File: src/rtl/cond_issue_scheduler.sv
// Issue-stage controller: owns the committed NZCV flags, evaluates each offered
// instruction's condition field and holds flag readers while flag writers are in flight.
module cond_issue_scheduler #(
    parameter int unsigned PEND_MAX = 3,
    parameter int unsigned CNT_W    = 16
) (
    input  logic             clk,
    input  logic             reset,
    input  logic             instr_valid,
    input  logic [31:0]      IR,
    output logic             instr_ready,
    input  logic             alu_flags_vld,
    input  logic             alu_N,
    input  logic             alu_Z,
    input  logic             alu_C,
    input  logic             alu_V,
    output logic             exec_valid,
    output logic             exec_pass,
    output logic [31:0]      exec_ir,
    output logic             N,
    output logic             Zero,
    output logic             C,
    output logic             V,
    output logic             stall,
    output logic [CNT_W-1:0] stall_cnt,
    output logic             underflow_err
);

    localparam int unsigned PEND_W = $clog2(PEND_MAX + 1);

    typedef enum logic [0:0] {
        ST_RUN   = 1'b0,
        ST_STALL = 1'b1
    } state_t;

    state_t            state;
    logic [PEND_W-1:0] pend_cnt;
    logic [3:0]        cc;
    logic              needs_flags;
    logic              sets_flags;
    logic              cond_ok;
    logic              pend_zero;
    logic              pend_full;
    logic              accept;
    logic              pend_inc;

    // Condition-code evaluation against the committed flags only.
    function automatic logic cond_pass(input logic [3:0] code, input logic n, input logic z,
                                       input logic c, input logic v);
        logic res;
        res = 1'b0;
        case (code)
            4'h0:    res = z;
            4'h1:    res = !z;
            4'h2:    res = c;
            4'h3:    res = !c;
            4'h4:    res = n;
            4'h5:    res = !n;
            4'h6:    res = v;
            4'h7:    res = !v;
            4'h8:    res = c && !z;
            4'h9:    res = !c || z;
            4'hA:    res = (n == v);
            4'hB:    res = (n != v);
            4'hC:    res = !z && (n == v);
            4'hD:    res = z || (n != v);
            4'hE:    res = 1'b1;
            default: res = 1'b0;
        endcase
        return res;
    endfunction

    // Decode, issue gating and handshake.
    always_comb begin
        cc          = IR[31:28];
        needs_flags = (cc != 4'hE) && (cc != 4'hF);
        sets_flags  = (IR[27:26] == 2'b00) && IR[20];
        cond_ok     = cond_pass(cc, N, Zero, C, V);
        pend_zero   = (pend_cnt == '0);
        pend_full   = (pend_cnt == PEND_W'(PEND_MAX));
        instr_ready = !reset && !(needs_flags && !pend_zero) && !(sets_flags && pend_full);
        accept      = instr_valid && instr_ready;
        stall       = instr_valid && !instr_ready;
        pend_inc    = accept && sets_flags && cond_ok;
    end

    // State, issue register, flag register and counters.
    always_ff @(posedge clk) begin
        if (reset) begin
            state         <= ST_RUN;
            pend_cnt      <= '0;
            exec_valid    <= 1'b0;
            exec_pass     <= 1'b0;
            exec_ir       <= '0;
            N             <= 1'b0;
            Zero          <= 1'b0;
            C             <= 1'b0;
            V             <= 1'b0;
            stall_cnt     <= '0;
            underflow_err <= 1'b0;
        end else begin
            exec_valid <= accept;
            exec_pass  <= accept && cond_ok;
            if (accept) begin
                exec_ir <= IR;
            end

            if (alu_flags_vld) begin
                N    <= alu_N;
                Zero <= alu_Z;
                C    <= alu_C;
                V    <= alu_V;
            end

            // A return with nothing pending and no same-cycle increment is an underflow.
            case ({pend_inc, alu_flags_vld})
                2'b10: pend_cnt <= pend_cnt + PEND_W'(1);
                2'b01: begin
                    if (pend_zero) begin
                        underflow_err <= 1'b1;
                    end else begin
                        pend_cnt <= pend_cnt - PEND_W'(1);
                    end
                end
                default: pend_cnt <= pend_cnt;
            endcase

            if (stall && (stall_cnt != '1)) begin
                stall_cnt <= stall_cnt + CNT_W'(1);
            end

            case (state)
                ST_RUN: begin
                    if (stall) begin
                        state <= ST_STALL;
                    end
                end
                ST_STALL: begin
                    if (accept || !instr_valid) begin
                        state <= ST_RUN;
                    end
                end
                default: state <= ST_RUN;
            endcase
        end
    end

endmodule

File: config.mk
export PLATFORM = sky130hd
export DESIGN_NAME = cond_issue_scheduler
export DESIGN_NICKNAME = d
export VERILOG_FILES = /design/src/rtl/cond_issue_scheduler.sv
export SDC_FILE = /design/constraint.sdc
export NUM_CORES = 1
export LEC_CHECK = 0
export ABC_AREA = 1
export CAP_MARGIN = 20
export CORE_MARGIN = 1
export CORE_UTILIZATION = 44
export DETAILED_ROUTE_END_ITERATION = 7
export GPL_TIMING_DRIVEN = 0
export PLACE_DENSITY = 0.9
export SLEW_MARGIN = 25
export SYNTH_ARGS = -nofsm -noshare
export SYNTH_HDL_FRONTEND = slang
export SYNTH_SLANG_ARGS = --single-unit
export TNS_END_PERCENT = 10
File: constraint.sdc
create_clock -name clk -period 1.8 [get_ports clk]
set_input_delay 0.36 -clock clk [delete_from_list [all_inputs] [get_ports clk]]
set_output_delay 0.36 -clock clk [all_outputs]
set_load 0.01 [all_outputs]
==> flow_summary.ini <==
[final_layout]
utilization = 0.705
layout_commonest_cell = nand2_1
insertedDiodeCount = 0
mostFrequentLayoutCells = nand2_1, clkdlybuf4s50_1, dfxtp_1, a21oi_1, nor2_1
nNetsFinal = 499
area_growth_pct = 52.8
layout-drive-gt1-share = 0.123

[setup_path]
rr_startpoint = stall_cnt[0]
arrival_ns = 1.37
cpPeakStageDelay_ns = 0.58
reg2reg_depth = 10
worst_ep_required_time_ns = 1.44
crit_chain = clkdlybuf4s50_1
path_buf_inv = 1
reg2reg_to = stall_cnt[8]
critPathSlowestCell = clkdlybuf4s50_1
critPathLaunchType = flop
crit_type = flop to output pin
r2r_slack_ns = 0.11
crit_path_end_kind = output pin
cp_top_family = buffers and inverters
crit_fanout = 5

[floorplan]
fp.dieArea_sq_mm = 0.00612
die_height_um = 78.2
die_w_um = 78.2
initial_utilization = 0.461
core_sq_mm = 0.00554
io_pins = 97
fp-row-count = 27

[grt]
grt-ovfl-total = 0
grt_pass1_wl_um = 11300
grt_pass1_vias = 2517
antenna_found_initial = 0
grt_start_max_net_pins = 11
grt_usage = 0.238

[placed_design]
numPortBuffers = 95
dp_hpwl_um = 5040
dpl_worst_slack_ns = -0.579
place_congestion = 0.895

[synthesis]
synth-edff-count = 0
syn_area_per_cell_sq_um = 7.30
yosys_warnings = 0
ys_seq_area_frac = 0.446
synthDistinctLibCells = 32
synth_ff_type = dfxtp_1
netlist_area_sq_mm = 0.00256
ys_async_sr_fraction = 0
syn_nets = 391
synthCells = 350
synth_seq_cells = 57

[sta]
hold_ws_ns = 0.333
slew_violations = 0
tightest_slew_ns = 0.578
fin_crit_ns = 1.73
slew_headroom = 0.615
fin_skew_ns = 0.00831
fin_setup_tns_ns = 0
finalWorstSetupSlack_ns = 0.0749
fmax_mhz = 580
hold_violations = 0
grt_setup_unrepaired = false
timing.final.crit_share = 0.958
finalSetupViolCount = 0

[clock_tree]
cts_buffer_depth = 2
path_clk_slew_ns = 0.07
cts.sinks = 57
h-tree-depth = 3
cts_tree = done
root_buffer = clkbuf_8
cts_made_buffers = 9
clkLatencyLatePin_ns = 0.34

[min_path]
min_from = IR[20]
hold_path_depth = 3
min_to = exec_ir[20]
hold_path_class = input pin to flop

[flow_run]
drv_cap = 0

[run_status]
status = completed

[pwr]
power_uw = 3340
p_leak_uw = 0.00150
p_per_area_mw_per_mm2 = 854
irDropWorstVdd_mv = 0.488

[route]
ant_nets = 0
drt-initial-drc-count = 162
drc = 0
vias = 2725
routed_wl_um = 7060
drtPass1Iterations = 4
wl_per_cell_um = 13.2
via_per_inst = 5.09
## logic make-up (layout without fill, tap and decap cells)
family / after synthesis / count (layout) / share of synthesized area
simple gates: 179 / 179 / 0.331
buf+inv: 40 / 153 / 0.0661
fa+ha+maj: 1 / 1 / 0.00489
compound gates: 71 / 71 / 0.145
xor+xnor: 2 / 2 / 0.00685
flops: 57 / 57 / 0.446
## worst max path at each step
stage,from,to,slack [ns],cells after the start
2_1_floorplan,stall_cnt[0],stall_cnt[12],0.11,8
4_1_cts,IR[20],stall_cnt[12],0.01,13
5_1_grt,stall_cnt[0],stall_cnt[8],0.01,10
3_3_place_gp,IR[29],instr_ready,-0.55,6
6_report,stall_cnt[13],stall_cnt[13],0.07,1
3_5_place_dp,IR[29],instr_ready,-0.58,6
## through the flow
stage | area, sq um | cells
finish | 3910 | 535
global route | 3910 | 535
CTS | 3870 | 535
detailed placement | 3600 | 517
global placement | 3600 | 517
floorplan | 2560 | 350
## sequential cells by signal (all words and copies together) (netlist names)
name	count
exec_ir	32
stall_cnt	16
pend_cnt	2
C	1
N	1
V	1
Zero	1
exec_pass	1
exec_valid	1
underflow_err	1
## power by group
group	internal, uW	leakage (uW)	switching (uW)
combinational	225	0.000904	214
clock	1030	0.000129	520
sequential	1310	0.000466	31.5
## timing repair
action / 4_1_cts / 5_1_grt
hold buffers: 0 / 0
resized for setup: 18 / 10
setup endpoints to repair: 20 / 12
pin swaps: 4 / 4
buffers inserted: 2 / 0
## layout make-up
cell class,count,area [sq um]
fillers,443,1630
multi-input cells,253,1270
flip-flops and latches,57,1140
repair buffers,97,965
clock buffers,12,165
inverters,28,119
clock inverters,4,97.6
well taps,72,90.1
plain buffers,12,60.1
## Yosys cell counts (2+ instances only)
master	instances	area [sq um]
o21ai_0	14	70.1
nand2_8	2	40.0
nand3_2	2	20.0
nand2_2	6	37.5
inv_1	23	86.3
xnor2_1	2	17.5
buf_4	3	22.5
buf_2	2	10.0
dfxtp_1	57	1140
clkbuf_1	6	22.5
nor3_1	8	40.0
nor4_1	2	12.5
a21oi_1	51	255
nor2_1	24	90.1
a31oi_1	2	12.5
inv_2	2	7.51
nor2_4	5	56.3
nand2_1	102	383
nand3_1	21	105
nand4_1	4	25.0
## layer usage
metal	share of wire	track usage	vias up	wire length [um]
li1	-	-	1358	-
met1	0.43	0.271	1254	3020
met2	0.50	0.415	99	3530
met3	0.055	0.0465	14	391
met4	0.018	0.131	0	129
met5	0	0	-	0
(Power assumes the default switching activity.)
